[src/rtl/fa_serial_sequencer_if.sv]
// Bundle of every non-clock signal around fa_serial_sequencer.
// The host side (start/op_a/op_b/cin in, busy/done/result/cout out) and the
// full_adder side (fa_a/fa_b/fa_cin out, fa_sum/fa_cout in) travel together.
//   slave  : the sequencer's view
//   master : the environment's view (host plus the full_adder cell)
interface fa_serial_sequencer_if #(
   parameter int WIDTH = 8
);
   logic             start;
   logic [WIDTH-1:0] op_a;
   logic [WIDTH-1:0] op_b;
   logic             cin;
   logic             busy;
   logic             done;
   logic [WIDTH-1:0] result;
   logic             cout;
   logic             fa_a;
   logic             fa_b;
   logic             fa_cin;
   logic             fa_sum;
   logic             fa_cout;

   modport slave (
      input  start, op_a, op_b, cin, fa_sum, fa_cout,
      output busy, done, result, cout, fa_a, fa_b, fa_cin
   );

   modport master (
      output start, op_a, op_b, cin, fa_sum, fa_cout,
      input  busy, done, result, cout, fa_a, fa_b, fa_cin
   );
endinterface

[src/rtl/fa_serial_sequencer.sv]
// Bit-serial sequencer for a single full_adder cell.
// Accepts two WIDTH-bit operands and a carry-in, then walks the adder one bit
// per window of FA_LATENCY cycles, feeding each captured carry into the next
// bit. Result and final carry come back with a one-cycle done pulse.
// Ports:
//   clk_i    system clock, rising edge
//   reset_i  synchronous, active-high reset
//   bus_if   host handshake/operands/result plus the full_adder connections
//
// state  | meaning
// -------+-----------------------------------------------------------
// S_IDLE | waiting for start
// S_WAIT | adder inputs held for the current bit, wait counter running
// S_DONE | one-cycle done pulse; a new start is accepted here too
module fa_serial_sequencer #(
   parameter int WIDTH      = 8,
   parameter int FA_LATENCY = 6
) (
   input  logic                     clk_i,
   input  logic                     reset_i,
   fa_serial_sequencer_if.slave     bus_if
);

   localparam int IDX_W = (WIDTH > 1) ? $clog2(WIDTH) : 1;
   localparam int CNT_W = (FA_LATENCY > 1) ? $clog2(FA_LATENCY) : 1;
   localparam logic [CNT_W-1:0] CNT_LOAD = CNT_W'(FA_LATENCY - 1);
   localparam logic [IDX_W-1:0] IDX_LAST = IDX_W'(WIDTH - 1);

   typedef enum logic [1:0] {
      S_IDLE = 2'd0,
      S_WAIT = 2'd1,
      S_DONE = 2'd2
   } state_t;

   state_t             state_q, state_d;
   logic [IDX_W-1:0]   bit_idx_q, bit_idx_d;
   logic [CNT_W-1:0]   wait_cnt_q, wait_cnt_d;
   logic [WIDTH-1:0]   op_a_q, op_a_d;
   logic [WIDTH-1:0]   op_b_q, op_b_d;
   logic [WIDTH-1:0]   result_q, result_d;
   logic               cout_q, cout_d;
   logic               fa_a_q, fa_a_d;
   logic               fa_b_q, fa_b_d;
   logic               fa_cin_q, fa_cin_d;
   logic [IDX_W-1:0]   bit_idx_inc;

   assign bit_idx_inc = bit_idx_q + IDX_W'(1);

   always_ff @(posedge clk_i) begin
      if (reset_i) begin
         state_q    <= S_IDLE;
         bit_idx_q  <= '0;
         wait_cnt_q <= '0;
         op_a_q     <= '0;
         op_b_q     <= '0;
         result_q   <= '0;
         cout_q     <= 1'b0;
         fa_a_q     <= 1'b0;
         fa_b_q     <= 1'b0;
         fa_cin_q   <= 1'b0;
      end else begin
         state_q    <= state_d;
         bit_idx_q  <= bit_idx_d;
         wait_cnt_q <= wait_cnt_d;
         op_a_q     <= op_a_d;
         op_b_q     <= op_b_d;
         result_q   <= result_d;
         cout_q     <= cout_d;
         fa_a_q     <= fa_a_d;
         fa_b_q     <= fa_b_d;
         fa_cin_q   <= fa_cin_d;
      end
   end

   // The adder inputs are loaded one edge ahead of each bit window, so they
   // are already stable on the first cycle of the window. fa_cin_q doubles as
   // the latched carry-in for bit 0 and the captured carry for later bits.
   always_comb begin
      state_d    = state_q;
      bit_idx_d  = bit_idx_q;
      wait_cnt_d = wait_cnt_q;
      op_a_d     = op_a_q;
      op_b_d     = op_b_q;
      result_d   = result_q;
      cout_d     = cout_q;
      fa_a_d     = fa_a_q;
      fa_b_d     = fa_b_q;
      fa_cin_d   = fa_cin_q;

      case (state_q)
         S_IDLE, S_DONE: begin
            fa_a_d   = 1'b0;
            fa_b_d   = 1'b0;
            fa_cin_d = 1'b0;
            if (bus_if.start) begin
               op_a_d     = bus_if.op_a;
               op_b_d     = bus_if.op_b;
               bit_idx_d  = '0;
               wait_cnt_d = CNT_LOAD;
               fa_a_d     = bus_if.op_a[0];
               fa_b_d     = bus_if.op_b[0];
               fa_cin_d   = bus_if.cin;
               state_d    = S_WAIT;
            end else begin
               state_d = S_IDLE;
            end
         end

         S_WAIT: begin
            if (wait_cnt_q != '0) begin
               wait_cnt_d = wait_cnt_q - CNT_W'(1);
            end else begin
               result_d[bit_idx_q] = bus_if.fa_sum;
               if (bit_idx_q == IDX_LAST) begin
                  cout_d   = bus_if.fa_cout;
                  fa_a_d   = 1'b0;
                  fa_b_d   = 1'b0;
                  fa_cin_d = 1'b0;
                  state_d  = S_DONE;
               end else begin
                  bit_idx_d  = bit_idx_inc;
                  wait_cnt_d = CNT_LOAD;
                  fa_a_d     = op_a_q[bit_idx_inc];
                  fa_b_d     = op_b_q[bit_idx_inc];
                  fa_cin_d   = bus_if.fa_cout;
               end
            end
         end

         default: begin
            state_d = S_IDLE;
         end
      endcase
   end

   assign bus_if.busy   = (state_q == S_WAIT);
   assign bus_if.done   = (state_q == S_DONE);
   assign bus_if.result = result_q;
   assign bus_if.cout   = cout_q;
   assign bus_if.fa_a   = fa_a_q;
   assign bus_if.fa_b   = fa_b_q;
   assign bus_if.fa_cin = fa_cin_q;

endmodule

[src/flat_wrapper.sv]
// flat-port wrapper written by rule: the top's interface ports become plain ports
module fa_serial_sequencer_flat 
#(
   parameter int WIDTH      = 8,
   parameter int FA_LATENCY = 6
)
  (clk_i, reset_i, bus_if_start, bus_if_op_a, bus_if_op_b, bus_if_cin, bus_if_fa_sum, bus_if_fa_cout, bus_if_busy, bus_if_done, bus_if_result, bus_if_cout, bus_if_fa_a, bus_if_fa_b, bus_if_fa_cin);
  fa_serial_sequencer_if #(.WIDTH(WIDTH)) bus_if_i ();
  input  logic clk_i;
  input  logic reset_i;
  input wire logic [$bits(bus_if_i.start)-1:0] bus_if_start;
  input wire logic [$bits(bus_if_i.op_a)-1:0] bus_if_op_a;
  input wire logic [$bits(bus_if_i.op_b)-1:0] bus_if_op_b;
  input wire logic [$bits(bus_if_i.cin)-1:0] bus_if_cin;
  input wire logic [$bits(bus_if_i.fa_sum)-1:0] bus_if_fa_sum;
  input wire logic [$bits(bus_if_i.fa_cout)-1:0] bus_if_fa_cout;
  output wire logic [$bits(bus_if_i.busy)-1:0] bus_if_busy;
  output wire logic [$bits(bus_if_i.done)-1:0] bus_if_done;
  output wire logic [$bits(bus_if_i.result)-1:0] bus_if_result;
  output wire logic [$bits(bus_if_i.cout)-1:0] bus_if_cout;
  output wire logic [$bits(bus_if_i.fa_a)-1:0] bus_if_fa_a;
  output wire logic [$bits(bus_if_i.fa_b)-1:0] bus_if_fa_b;
  output wire logic [$bits(bus_if_i.fa_cin)-1:0] bus_if_fa_cin;
  assign bus_if_i.start = bus_if_start;
  assign bus_if_i.op_a = bus_if_op_a;
  assign bus_if_i.op_b = bus_if_op_b;
  assign bus_if_i.cin = bus_if_cin;
  assign bus_if_i.fa_sum = bus_if_fa_sum;
  assign bus_if_i.fa_cout = bus_if_fa_cout;
  assign bus_if_busy = bus_if_i.busy;
  assign bus_if_done = bus_if_i.done;
  assign bus_if_result = bus_if_i.result;
  assign bus_if_cout = bus_if_i.cout;
  assign bus_if_fa_a = bus_if_i.fa_a;
  assign bus_if_fa_b = bus_if_i.fa_b;
  assign bus_if_fa_cin = bus_if_i.fa_cin;
  fa_serial_sequencer #(.WIDTH(WIDTH), .FA_LATENCY(FA_LATENCY)) u_core (.clk_i(clk_i), .reset_i(reset_i), .bus_if(bus_if_i));
endmodule
[config.mk]
export PLATFORM = sky130hd
export DESIGN_NAME = fa_serial_sequencer_flat
export DESIGN_NICKNAME = d
export VERILOG_FILES = /design/src/rtl/fa_serial_sequencer_if.sv /design/src/rtl/fa_serial_sequencer.sv /design/src/flat_wrapper.sv
export SDC_FILE = /design/constraint.sdc
export NUM_CORES = 1
export LEC_CHECK = 0
export CORE_MARGIN = 2
export CORE_UTILIZATION = 50
export DETAILED_ROUTE_END_ITERATION = 10
export GPL_ROUTABILITY_DRIVEN = 1
export PLACE_DENSITY = 0.91
export SLEW_MARGIN = 40
export SYNTH_ARGS = -nofsm -noshare
export SYNTH_HDL_FRONTEND = slang
export SYNTH_SLANG_ARGS = --single-unit
export TNS_END_PERCENT = 100
[constraint.sdc]
create_clock -name clk_i -period 4.46 [get_ports clk_i]
set_input_delay 0.669 -clock clk_i [delete_from_list [all_inputs] [get_ports clk_i]]
set_output_delay 0.669 -clock clk_i [all_outputs]
set_load 0.05 [all_outputs]
Word-level counts from Yosys, hierarchy flattened

Index checks and enable logic that the tools add are counted.

Equality and inequality tests: 8
Reductions and logical operators: 12
Muxes and demuxes: 31
Add/subtract/negate cells: 2
Order comparisons: 3
Bitwise operators: 1

Operators with widths:

| cell                | number |
|---|---|
| $mux 3              | 6 |
| $mux 1              | 13 |
| $pmux 3 s2          | 2 |
| $bwmux 8            | 1 |
| $lt 3x4->1 const B  | 2 |
| $reduce_and 2->1    | 4 |
| $bmux 1 s3          | 2 |
| $ne 2x2->1 const B  | 3 |
| $pmux 1 s2          | 3 |
| $reduce_and 3->1    | 2 |
| $mux 2              | 2 |
| $pmux 2 s2          | 1 |
| $reduce_and 4->1    | 1 |
| $add 3x1->3 const B | 1 |
| $demux 1 s3         | 1 |
| $eq 3x3->1 const B  | 1 |
| $ge 3x1->1 const B  | 1 |
| $ne 3x2->1 const B  | 1 |
| $reduce_bool 3->1   | 1 |
| $sub 3x1->3 const B | 1 |
| $eq 2x1->1 const B  | 1 |
| $eq 2x2->1 const B  | 1 |
| $logic_not 2->1     | 1 |
| $ne 2x1->1 const B  | 1 |
| 4 further kinds     | 4 |

Bits of input ports: 22
Register bits: 36
Word-level logic and storage cells: 67
Output and inout port bits: 14

Logic depth before layout (Yosys ltp)

Depth after elaboration: 6
Mapped depth: 7
Depth with buffers taken out: 6

Least setup slack after synthesis

OpenSTA, ideal clock, no wires.

Path type: register to output
Start point: register u_core.state_q[0]
End point: output port bus_if_done
Cell stages (with the launch flop): 3
Path slack: 2.530 ns
Data required time: 3.791 ns
Buffers on the path: 1
Arrival: 1.261 ns
Cells stage by stage: dfxtp_1 clkbuf_1 nor2b_1

Longest elaborated chain between the ends: 1

RTL lines:

| what                   | RTL line                   | RTL |
|---|---|---|
| from (decl)            | fa_serial_sequencer.sv:35  | `state_t state_q, state_d;` |
| from (signal assigned) | fa_serial_sequencer.sv:62  | `state_q <= state_d;` |
| $eq 2x2->1             | fa_serial_sequencer.sv:137 | `assign bus_if.done = (state_q == S_DONE);` |
| to (decl)              | flat_wrapper.sv:18         | `output wire logic [$bits(bus_if_i.done)-1:0] bus_if_done;` |

No other way between the ends.

Worst setup path in the final report

Start point: register u_core.state_q[0]
End point: output port bus_if_busy

Longest elaborated chain between the ends: 1

RTL lines:

| what       | RTL line                   | RTL |
|---|---|---|
| $eq 2x1->1 | fa_serial_sequencer.sv:136 | `assign bus_if.busy = (state_q == S_WAIT);` |
| to (decl)  | flat_wrapper.sv:17         | `output wire logic [$bits(bus_if_i.busy)-1:0] bus_if_busy;` |

No other way between the ends.

==> results.toml <==
[run_status]
status = "completed"

[sta]
period_share_pct = 69.09
fin_crit_ps = 3082
slew_headroom_pct = 49.73
clock.fmax_mhz = 324.5
setup_violations = 0
finClkSkew_ps = 9.335
drv_slew = 0
rsz0062_at_grt = "no"
setup_tns_ps = 0
tightest_slew_ps = 754.0
finalHoldViolCount = 0

[cts]
cts_resized = 0
numCtsBuffers = 5
clockBufferDepth = 2
cts_hold_buf = 0
clkTransAtPathRegs_ps = 100
cts_tree = "built"
clockRootBuffer = "clkbuf_4"
clk_latency_ps = 340
htree_levels = 2
postCtsSetupBuffers = 0
clock-sinks = 36

[synthesis]
ys_warn_count = 0
synth_flop_cell = "dfxtp_1"
syn_area_sq_mm = 0.001618
synth-seq-area-share_pct = 44.55
synth_cell_type_count = 32
netlist_instances = 192
syn_nets = 216
synth-edff-count = 0
ys_seq_elements = 36
async_flop_share_pct = 0
avgSynthCellArea_sq_um = 8.426

[placed_design]
place_congestion = 0.7887
dpl_cell_area_sq_mm = 0.001971
place_hpwl_um = 2219
port_buffers = 35

[floorplan]
die_w_um = 60.88
core_sq_mm = 0.003078
rows = 20
start_util_pct = 52.56
die_h_um = 60.88
num_io_pins = 36
die_area_sq_mm = 0.003706

[grt]
grtUsageMet2_pct = 36.41
grt_pass1_wl_um = 5409
top_usage_layer = "met2"
gr-total-overflow = 0
grtUsageTotal_pct = 19.82
grt_antenna_before_repair = 0
grt_pass1_vias = 1299
grt_util_met3_pct = 7.036
grt_max_degree = 40
met1_usage_pct = 21.78

[layout]
fin_util_pct = 66.02
final_nets = 245
post_route_cells_drive_above_1_share_pct = 5.856
n_antenna_cell = 0
design_area_sq_mm = 0.002032
syn2layout_area_growth_pct = 25.60

[routing]
viasPerCell = 5.192
drc = 0
drtIter0Drc = 30
routedWlPerCell_um = 12.08
firstDrtPassIters = 4
drtAntennaViolNets = 0
drt_wl_total_um = 3214
vias = 1381

[worst_setup_path]
timing.reg2reg.setup_slack_ps = 2560
worst_setup_path_end_kind = "output port"
critPathKind = "flip-flop to output port"
startpoint_type = "flip-flop"
timing.rr.start = "u_core.bit_idx_q[0]$_SDFFE_PP0P_"
slowest_stage = "clkdlybuf4s50_1"
regToRegEndpoint = "u_core.bus_if.fa_b$_SDFFE_PP0P_"
crit_chain = "nor2b_1, clkdlybuf4s50_1"
reg2reg_depth = 6
path_max_fanout = 16
cp_data_arrival_time_ps = 2410
required_ps = 3790
slowest_delay_ps = 900

[job]
maxCapViolations = 0

[pwr]
ir_drop_uv = 230.0
leakagePower_nw = 0.7841
power_density_mw_per_mm2 = 318.9

[min_path]
holdPathEnd = "u_core.op_b_q[1]$_SDFFE_PP0P_"
whs_path_depth = 2
min_path_type = "flip-flop to flip-flop"
min-delay-start = "u_core.op_b_q[1]$_SDFFE_PP0P_"
==> cells in the final DEF, fill, tap and decap left out, types with 5 or more instances in the layout <==
cell type / instances
mux2i_1: 17
nand2_1: 40
nor2_1: 17
clkdlybuf4s50_1: 35
nand3_1: 6
nand4_1: 5
dfxtp_1: 36
nor2b_1: 7
nand4b_1: 5
clkbuf_4: 5
a21oi_1: 18
==> report_power, final <==
group | switching (mW) | leakage (nW) | total (mW) | internal, mW
sequential | 0.0163 | 0.294 | 0.354 | 0.338
clock | 0.109 | 0.0380 | 0.184 | 0.0750
combinational | 0.0610 | 0.452 | 0.110 | 0.0490
==> kinds of logic (layout without fill, tap and decap cells) <==
| kind of cell | count (synthesis) | after routing | synth area share [%] |
|---|---|---|---|
| AO/OA/AOI/OAI | 32 | 32 | 11.83 |
| multiplexers | 17 | 17 | 10.52 |
| buffers and inverters | 16 | 46 | 4.331 |
| flip-flops | 36 | 36 | 44.55 |
| AND/OR/NAND/NOR | 89 | 89 | 27.22 |
| adder cells (fa/ha/maj) | 2 | 2 | 1.547 |
==> cell usage after synthesis, drive strengths merged (5+ instances only) <==
library cell  instances  area share, %
a21oi                18            5.6
buf                   7            2.2
clkbuf                7            1.6
dfxtp                36             45
mux2i                17             11
nand2                40            9.3
nand3                 8            3.1
nand4                 5            1.9
nand4b                5            2.7
nor2                 17            3.9
nor2b                 8            3.1
==> critical path: cells and delay by family, from the launching register on <==
kind          cells  cell delay (ps)
simple gates      1              480
buf+inv           1              900
flops             1              700
==> layer usage <==
layer | vias up | wire length [um]
met5 | - | 0
met4 | 0 | 33
met3 | 5 | 139
met2 | 31 | 1615
met1 | 627 | 1426
li1 | 718 | -
==> per-stage QoR <==
stage               setup WS [ps]  power (mW)  hold slack (ps)  cells
floorplan                    2530      0.4356            435.7    192
finish                       1378      0.6479            461.3    266
global route                 1234      0.6798            481.2    266
global placement             1838      0.4680            442.3    258
CTS                          1403      0.6518            460.4    266
detailed placement           1798      0.4715            445.6    258
==> cell type report <==
type | instances | area, sq um
multi-input cells | 140 | 829.5
clock buffers | 6 | 51.30
inverters | 2 | 7.507
fillers | 270 | 1046
clock inverters | 2 | 10.01
repair buffers | 36 | 357.8
well taps | 44 | 55.05
flip-flops and latches | 36 | 720.7
==> sequential cells by signal, indices dropped and copies added (netlist names) <==
name / count
u_core.bus_if.fa_b: 1
u_core.op_a_q: 8
u_core.state_q: 2
u_core.bit_idx_q: 3
u_core.op_b_q: 8
u_core.wait_cnt_q: 3
u_core.bus_if.fa_cin: 1
u_core.bus_if.cout: 1
u_core.bus_if.fa_a: 1
u_core.bus_if.result: 8
==> worst max path at each step <==
stage,startpoint,end,cells after the start
final,u_core.state_q[0]$_SDFFE_PP0P_,bus_if_busy,2
after global routing,u_core.state_q[0]$_SDFFE_PP0P_,bus_if_busy,2
after CTS,u_core.state_q[0]$_SDFFE_PP0P_,bus_if_busy,2
after detailed placement,u_core.state_q[0]$_SDFFE_PP0P_,bus_if_busy,2
after global placement,u_core.state_q[0]$_SDFFE_PP0P_,bus_if_busy,2
after floorplan,u_core.state_q[0]$_SDFFE_PP0P_,bus_if_done,2
No activity file was read; power rests on OpenSTA's default activity.
